`src/rtl/serial_adder_ctrl_pkg.sv`:
```
// Shared definitions for the bit-serial adder controller: FSM state encoding
// and the default operand width.
package serial_adder_pkg;

  localparam int SA_WIDTH_DEFAULT = 8;

  typedef logic [1:0] sa_state_t;

  localparam sa_state_t ST_IDLE = 2'd0;
  localparam sa_state_t ST_RUN  = 2'd1;
  localparam sa_state_t ST_DONE = 2'd2;

endpackage

```
`src/rtl/serial_adder_ctrl_if.sv`:
```
// Request/result bundle of the bit-serial adder controller.
// o_ovf exists only when SERIAL_ADDER_OVF_EN is defined.
interface serial_adder_ctrl_if #(
  parameter int WIDTH = 8
);
  logic             i_start;
  logic [WIDTH-1:0] i_a;
  logic [WIDTH-1:0] i_b;
  logic             i_cin;
  logic             o_busy;
  logic             o_done;
  logic [WIDTH-1:0] o_sum;
  logic             o_cout;
`ifdef SERIAL_ADDER_OVF_EN
  logic             o_ovf;

  modport master (output i_start, i_a, i_b, i_cin,
                  input  o_busy, o_done, o_sum, o_cout, o_ovf);
  modport slave  (input  i_start, i_a, i_b, i_cin,
                  output o_busy, o_done, o_sum, o_cout, o_ovf);
`else
  modport master (output i_start, i_a, i_b, i_cin,
                  input  o_busy, o_done, o_sum, o_cout);
  modport slave  (input  i_start, i_a, i_b, i_cin,
                  output o_busy, o_done, o_sum, o_cout);
`endif
endinterface

```
`src/rtl/serial_adder_ctrl_full_adder.sv`:
```
// Single-bit full-adder cell; the only arithmetic element of the serial adder.
module full_adder (
  input  logic i_a,
  input  logic i_b,
  input  logic i_cin,
  output logic o_sum,
  output logic o_cout
);

  assign o_sum  = i_a ^ i_b ^ i_cin;
  assign o_cout = (i_a & i_b) | (i_cin & (i_a ^ i_b));

endmodule

```
`src/rtl/serial_adder_ctrl.sv`:
```
// Bit-serial adder: one full-adder cell, LSB first, one bit per clock.
// Optional signed-overflow output enabled by SERIAL_ADDER_OVF_EN.
module serial_adder_ctrl
  import serial_adder_pkg::*;
#(
  parameter int WIDTH = SA_WIDTH_DEFAULT
) (
  input  logic               i_clk,
  input  logic               i_rst,
  serial_adder_ctrl_if.slave bus
);

  localparam int            CW       = $clog2(WIDTH);
  localparam logic [CW-1:0] CNT_LAST = CW'(WIDTH - 1);

  sa_state_t        state_r;
  logic [WIDTH-1:0] a_sh_r;
  logic [WIDTH-1:0] b_sh_r;
  logic             carry_r;
  logic [CW-1:0]    cnt_r;
  logic [WIDTH-1:0] sum_r;
  logic             cout_r;
  logic             busy_r;
  logic             done_r;
  logic             fa_sum_s;
  logic             fa_cout_s;
`ifdef SERIAL_ADDER_OVF_EN
  logic             ovf_r;
`endif

  full_adder u_fa (
    .i_a    (a_sh_r[0]),
    .i_b    (b_sh_r[0]),
    .i_cin  (carry_r),
    .o_sum  (fa_sum_s),
    .o_cout (fa_cout_s)
  );

  // Control FSM with the serial datapath; the counter stops at WIDTH-1 so it never wraps.
  always_ff @(posedge i_clk) begin
    if (i_rst) begin
      state_r <= ST_IDLE;
      a_sh_r  <= {WIDTH{1'b0}};
      b_sh_r  <= {WIDTH{1'b0}};
      carry_r <= 1'b0;
      cnt_r   <= {CW{1'b0}};
      sum_r   <= {WIDTH{1'b0}};
      cout_r  <= 1'b0;
      busy_r  <= 1'b0;
      done_r  <= 1'b0;
`ifdef SERIAL_ADDER_OVF_EN
      ovf_r   <= 1'b0;
`endif
    end else begin
      case (state_r)
        ST_IDLE: begin
          if (bus.i_start) begin
            a_sh_r  <= bus.i_a;
            b_sh_r  <= bus.i_b;
            carry_r <= bus.i_cin;
            cnt_r   <= {CW{1'b0}};
            sum_r   <= {WIDTH{1'b0}};
            cout_r  <= 1'b0;
            busy_r  <= 1'b1;
            state_r <= ST_RUN;
`ifdef SERIAL_ADDER_OVF_EN
            ovf_r   <= 1'b0;
`endif
          end
        end
        ST_RUN: begin
          sum_r   <= {fa_sum_s, sum_r[WIDTH-1:1]};
          a_sh_r  <= {1'b0, a_sh_r[WIDTH-1:1]};
          b_sh_r  <= {1'b0, b_sh_r[WIDTH-1:1]};
          carry_r <= fa_cout_s;
          if (cnt_r == CNT_LAST) begin
            cout_r  <= fa_cout_s;
            done_r  <= 1'b1;
            state_r <= ST_DONE;
`ifdef SERIAL_ADDER_OVF_EN
            // carry_r here is the carry into the MSB
            ovf_r   <= carry_r ^ fa_cout_s;
`endif
          end else begin
            cnt_r <= cnt_r + CW'(1);
          end
        end
        ST_DONE: begin
          done_r  <= 1'b0;
          busy_r  <= 1'b0;
          state_r <= ST_IDLE;
        end
        default: begin
          done_r  <= 1'b0;
          busy_r  <= 1'b0;
          state_r <= ST_IDLE;
        end
      endcase
    end
  end

  assign bus.o_busy = busy_r;
  assign bus.o_done = done_r;
  assign bus.o_sum  = sum_r;
  assign bus.o_cout = cout_r;
`ifdef SERIAL_ADDER_OVF_EN
  assign bus.o_ovf  = ovf_r;
`endif

endmodule
```
`src/flat_wrapper.sv`:
```
// flat-port wrapper written by rule: the top's interface ports become plain ports
module serial_adder_ctrl_flat import serial_adder_pkg::*;
#(
  parameter int WIDTH = SA_WIDTH_DEFAULT
)
  (i_clk, i_rst, bus_i_start, bus_i_a, bus_i_b, bus_i_cin, bus_o_busy, bus_o_done, bus_o_sum, bus_o_cout);
  serial_adder_ctrl_if #(.WIDTH(WIDTH)) bus_i ();
  input  logic i_clk;
  input  logic i_rst;
  input wire logic [$bits(bus_i.i_start)-1:0] bus_i_start;
  input wire logic [$bits(bus_i.i_a)-1:0] bus_i_a;
  input wire logic [$bits(bus_i.i_b)-1:0] bus_i_b;
  input wire logic [$bits(bus_i.i_cin)-1:0] bus_i_cin;
  output wire logic [$bits(bus_i.o_busy)-1:0] bus_o_busy;
  output wire logic [$bits(bus_i.o_done)-1:0] bus_o_done;
  output wire logic [$bits(bus_i.o_sum)-1:0] bus_o_sum;
  output wire logic [$bits(bus_i.o_cout)-1:0] bus_o_cout;
  assign bus_i.i_start = bus_i_start;
  assign bus_i.i_a = bus_i_a;
  assign bus_i.i_b = bus_i_b;
  assign bus_i.i_cin = bus_i_cin;
  assign bus_o_busy = bus_i.o_busy;
  assign bus_o_done = bus_i.o_done;
  assign bus_o_sum = bus_i.o_sum;
  assign bus_o_cout = bus_i.o_cout;
  serial_adder_ctrl #(.WIDTH(WIDTH)) u_core (.i_clk(i_clk), .i_rst(i_rst), .bus(bus_i));
endmodule
```
`config.mk`:
```
export PLATFORM = sky130hd
export DESIGN_NAME = serial_adder_ctrl_flat
export DESIGN_NICKNAME = d
export VERILOG_FILES = /design/src/rtl/serial_adder_ctrl_pkg.sv /design/src/rtl/serial_adder_ctrl_if.sv /design/src/rtl/serial_adder_ctrl_full_adder.sv /design/src/rtl/serial_adder_ctrl.sv /design/src/flat_wrapper.sv
export SDC_FILE = /design/constraint.sdc
export NUM_CORES = 1
export LEC_CHECK = 0
export BUFFER_PORTS_ARGS = -buffer_cell sky130_fd_sc_hd__buf_2
export CORE_MARGIN = 8
export CORE_UTILIZATION = 29
export DETAILED_ROUTE_END_ITERATION = 16
export GPL_TIMING_DRIVEN = 0
export HOLD_SLACK_MARGIN = 0.12
export SYNTH_ARGS = -nofsm -noshare
export SYNTH_HDL_FRONTEND = slang
export SYNTH_SLANG_ARGS = --single-unit
export TNS_END_PERCENT = 30
```
`constraint.sdc`:
```
create_clock -name i_clk -period 1.3 [get_ports i_clk]
set_input_delay 0 -clock i_clk [delete_from_list [all_inputs] [get_ports i_clk]]
set_output_delay 0 -clock i_clk [all_outputs]
set_load 0.02 [all_outputs]
```
Word level (Yosys, flattened, before mapping) --
Index checks and enable logic that the tools add are counted.
Storage, ports and cells: bits in registers 33, logic and storage cells 51, bits of input ports 20, output and inout bits 11
Cells by class: $add $sub $neg 1, multiplexer cells 21, bitwise operators 7, reduce and logical (&&, ||, !) cells 8, equal/unequal tests 5
Operator list (count):
- $pmux 8 s2 | 3
- $mux 8 | 3
- $pmux 1 s2 | 4
- $reduce_and 2->1 | 4
- $mux 3 | 2
- $pmux 3 s2 | 1
- $reduce_and 3->1 | 2
- $mux 1 | 5
- $mux 2 | 2
- $ne 2x2->1 const B | 2
- $pmux 2 s2 | 1
- $add 3x1->3 const B | 1
- $eq 3x3->1 const B | 1
- $and 1x1->1 | 2
- $eq 2x1->1 const B | 1
- $logic_not 2->1 | 1
- $ne 2x1->1 const B | 1
- $not 1->1 | 2
- $reduce_bool 2->1 | 1
- $xor 1x1->1 | 2
- $or 1x1->1 | 1

Logic depth before layout (Yosys ltp) --
word-level depth 5, depth in mapped cells 5, mapped depth without buffers 5

Hierarchy --
A second synthesis with hierarchy kept.
Second synthesis, totals: cell total of the unflattened synthesis 145, area total of the unflattened synthesis 1462.7 µm²
By module, submodules not included:
- serial_adder_ctrl | area an instance 1442.6 µm², cells an instance 144, times used 1
- full_adder | area an instance 20.0 µm², cells an instance 1, times used 1

Least setup slack after synthesis --
Ideal clock, no wire load.
path kind register to register, start point register u_core.cnt_r[0], end point register u_core.cnt_r[1], data arrival time 1.087 ns, stages on the path, launching flop included 6, path buffers 0, slack 0.092 ns, cells stage by stage dfxtp_1 -> ha_1 -> ha_1 -> nor2b_4 -> o21ba_2 -> o21ai_0
On the way: cells in the longest elaborated chain, start to end 3
RTL lines:
- start: declaration | line serial_adder_ctrl.sv:20 | logic [CW-1:0] cnt_r;
- start signal: assignment | line serial_adder_ctrl.sv:46 | cnt_r <= {CW{1'b0}};
- start signal: assignment | line serial_adder_ctrl.sv:61 | cnt_r <= {CW{1'b0}};
- start signal: assignment | line serial_adder_ctrl.sv:85 | cnt_r <= cnt_r + CW'(1);
- $add 3x1->3 / $eq 3x3->1 (equally long branches) | line serial_adder_ctrl.sv:85, serial_adder_ctrl.sv:76
- $mux 3 / $ne 2x2->1 (equally long branches)
- $pmux 3 s2 / $reduce_and 3->1 (equally long branches)
Several ways; a longest one is shown, not always the timed one. The select of a mux whose other input is x is not followed. A chain may end at the register's enable or synchronous reset.

Final worst setup path --
start point register u_core.state_r[0], end point register u_core.a_sh_r[3]
On the way: cells in the longest elaborated chain, start to end 3
RTL lines:
- start: declaration | line serial_adder_ctrl.sv:16 | sa_state_t state_r;
- start signal: assignment | line serial_adder_ctrl.sv:42 | state_r <= ST_IDLE;
- start signal: assignment | line serial_adder_ctrl.sv:65 | state_r <= ST_RUN;
- start signal: assignment | line serial_adder_ctrl.sv:79 | state_r <= ST_DONE;
- $eq 2x1->1 / $logic_not 2->1 (equally long branches) | line serial_adder_ctrl.sv:55 | case (state_r)
- $reduce_bool 2->1 (no source line) / $ne 2x2->1 (equally long branches)
- $reduce_and 2->1 (no source line)
- end signal: assignment | line serial_adder_ctrl.sv:43 | a_sh_r <= {WIDTH{1'b0}};
- end signal: assignment | line serial_adder_ctrl.sv:58 | a_sh_r <= bus.i_a;
- end signal: assignment | line serial_adder_ctrl.sv:73 | a_sh_r <= {1'b0, a_sh_r[WIDTH-1:1]};
- end: declaration | line serial_adder_ctrl.sv:17 | logic [WIDTH-1:0] a_sh_r;
Several ways; a longest one is shown, not always the timed one.

==> impl_metrics.toml <==
[critical_path]
arrival_ps = 1460
required_ps = 1460
path_class = "reg -> reg"
slowest_delay_ps = 460
timing.rr.end = "u_core.a_sh_r[3]"
critPathLaunchType = "register"
end_kind = "register"
rr_startpoint = "u_core.state_r[0]"
crit_slowest_cell = "or3b_2"
crit_path_max_fanout = 10
r2r_cells = 4
crit_chain = "buf_4 -> or3b_2 -> a21oi_1 -> nor3_1"
r2r_setup_slack_ps = -7

[sta]
worst_hold_slack_ps = 128
skew_ps = 6.92
slew_viol_final = 0
rsz0062_at_grt = "true"
relSlewSlack_pct = 67.0
fmax_mhz = 765
finalSetupViolations = 1
finalCritPeriodShare_pct = 101
setup_ws_ps = -7.46
finalCriticalPeriod_ps = 1310
finalHoldViolations = 0
tightest_slew_ps = 495

[placement]
dp_hpwl_um = 2510
post_dp_cell_area_um2 = 1740
post-place-ws_ps = -92.4
gp_congestion = 0.749
dp_cells = 274
port_buffers = 29

[routing]
viasPerCell = 4.59
wl_per_cell_um = 12.3
wirelength_um = 3520
ant_nets = 0
drt_pre_antenna_iters = 4
vias = 1318
drt_iter0_markers = 93
drc_errors = 0

[synth]
synth.area.top_cells = "dfxtp_1 (44%), nand2b_1 (6.6%), nor2_1 (6.5%)"
ys_seq_area_share_pct = 43.8
syn_avg_cell_area_um2 = 8.62
synth.ff_latch_count = 33
synth.distinct_cells = 29
yosys.area.top_type = "dfxtp_1"
syn_area_um2 = 1510
synth_edf_count = 0
synthDominantCellAreaShare_pct = 43.8
yosys-top-cells-count = "dfxtp_1 (33), nor2_1 (26), a21oi_1 (16), nand2b_1 (16), nor3_1 (15)"
synthArstFlopShare_pct = 0
syn_nets = 198
synth_flop_cell = "dfxtp_1"
synth.yosys.warnings = 0
synthCells = 175
synthMostInstantiatedCell = "dfxtp_1"

[cts]
cts_tree = "built"
cts_root_buf = "clkbuf_8"
cts_buffers = 5
clockBufferDepth = 2
htree_num_levels = 2
clock_latency_ps = 280
cts.clk_slew.worst_paths_ps = 70
clock_sinks = 33

[hold_path]
holdPathStages = 4
hp-start = "bus_i_b[3]"
min_to = "u_core.b_sh_r[3]"
hold_class = "in -> reg"

[floorplanning]
die_area_um2 = 7760
io_pins = 31
core-area_um2 = 5070
initial_utilization_pct = 29.7
die_x_um = 88.1
row_count = 26
die_y_um = 88.1

[pwr]
vdd_drop_max_mv = 0.651
power_density_nw_per_um2 = 1130
leakagePower_nw = 0.806
p_total_mw = 2.21

[global_route]
grt_usage_pct = 9.72
grt_pass1_wl_um = 5890
grt_start_max_net_pins = 11
grt_pass1_vias = 1274
grt_antenna_before_repair = 0
grt_overflow_total = 0

[run_status]
failed_checks = "setup timing"
status = "complete, but fails checks"

[finish]
final_cell_area_um2 = 1950
antennaDiodeCount = 0
fin_cells = 287
drive_gt1_share_pct = 31.3
syn_to_final_growth_pct = 29.5
nets = 239

[run]
cap_violations = 0
[flip-flops by register name (all words and copies together) (netlist names)]
name,count
u_core.state_r,2
u_core.carry_r,1
u_core.bus.o_busy,1
u_core.bus.o_done,1
u_core.bus.o_cout,1
u_core.b_sh_r,8
u_core.bus.o_sum,8
u_core.cnt_r,3
u_core.a_sh_r,8
[critical path: cells and delay by family (launching register included)]
family,cells,cell delay [ps]
buffers and inverters,1,160
AND/OR/NAND/NOR,2,520
flip-flops,1,330
AO/OA/AOI/OAI,1,160
[metrics by stage]
step / util, % / TNS, ps
floorplan: - / 0
global placement: 34.3 / -511
detailed placement: 34.3 / -525
CTS: 37.5 / -6.60
global route: 38.5 / -184
finish: 38.5 / -7.46
[layout make-up]
class	count	area (um2)
Fill cell	550	3120
Multi-Input combinational cell	123	820
Sequential cell	33	663
Timing Repair Buffer	34	193
Buffer	14	88.8
Tap cell	70	87.6
Clock buffer	6	72.6
Inverter	5	18.8
Clock inverter	2	10.0
[what timing repair did]
action | in CTS | in global routing
endpoints found under the setup margin | 16 | 20
hold endpoints to repair | 4 | 0
pin swaps | 2 | 4
setup buffers | 0 | 1
hold buffers | 4 | 0
cloned | 0 | 0
gates resized for setup | 11 | 17
[logic make-up after synthesis]
kind of cell | after synthesis | share of synthesized area, %
compound gates | 36 | 15.3
fa+ha+maj | 3 | 2.99
buf+inv | 19 | 5.64
flops | 33 | 43.8
mux | 1 | 0.664
simple gates | 83 | 31.6
[worst max-delay path by stage]
stage / from / end / slack, ps / depth (start not counted)
2_1_floorplan: u_core.cnt_r[0] / u_core.cnt_r[1] / 90 / 5
3_3_place_gp: u_core.cnt_r[0] / u_core.cnt_r[2] / -50 / 5
3_5_place_dp: u_core.cnt_r[0] / u_core.cnt_r[2] / -90 / 5
4_1_cts: u_core.state_r[0] / u_core.a_sh_r[3] / -7 / 4
5_1_grt: u_core.state_r[0] / u_core.a_sh_r[3] / -40 / 4
6_report: u_core.state_r[0] / u_core.a_sh_r[3] / -7 / 4
[layout by cell type, fill, tap and decap left out, drive strengths merged, types with 3 or more instances in the layout]
master	count
a21oi	16
or3b	14
nand2	3
dfxtp	33
inv	5
a22oi	10
clkbuf	14
nand2b	16
nor2	26
nor3	15
nor2b	3
buf	36
a211oi	3
dlygate4sd3	4
[power breakdown]
part	internal, mW	switching, mW
registers	1.07	0.0266
logic	0.185	0.190
clock network	0.371	0.363
total	1.63	0.580
[metal layers]
metal / wire (um) / up-vias / global-route usage (%) / part of all wire, %
li1: - / 683 / - / -
met1: 1560 / 595 / 12.1 / 44
met2: 1650 / 35 / 15.1 / 47
met3: 275 / 5 / 3.75 / 7.8
met4: 40 / 0 / 2.76 / 1.1
met5: 0 / - / 0 / 0
Note: power is estimated with default switching activity, not from simulation.
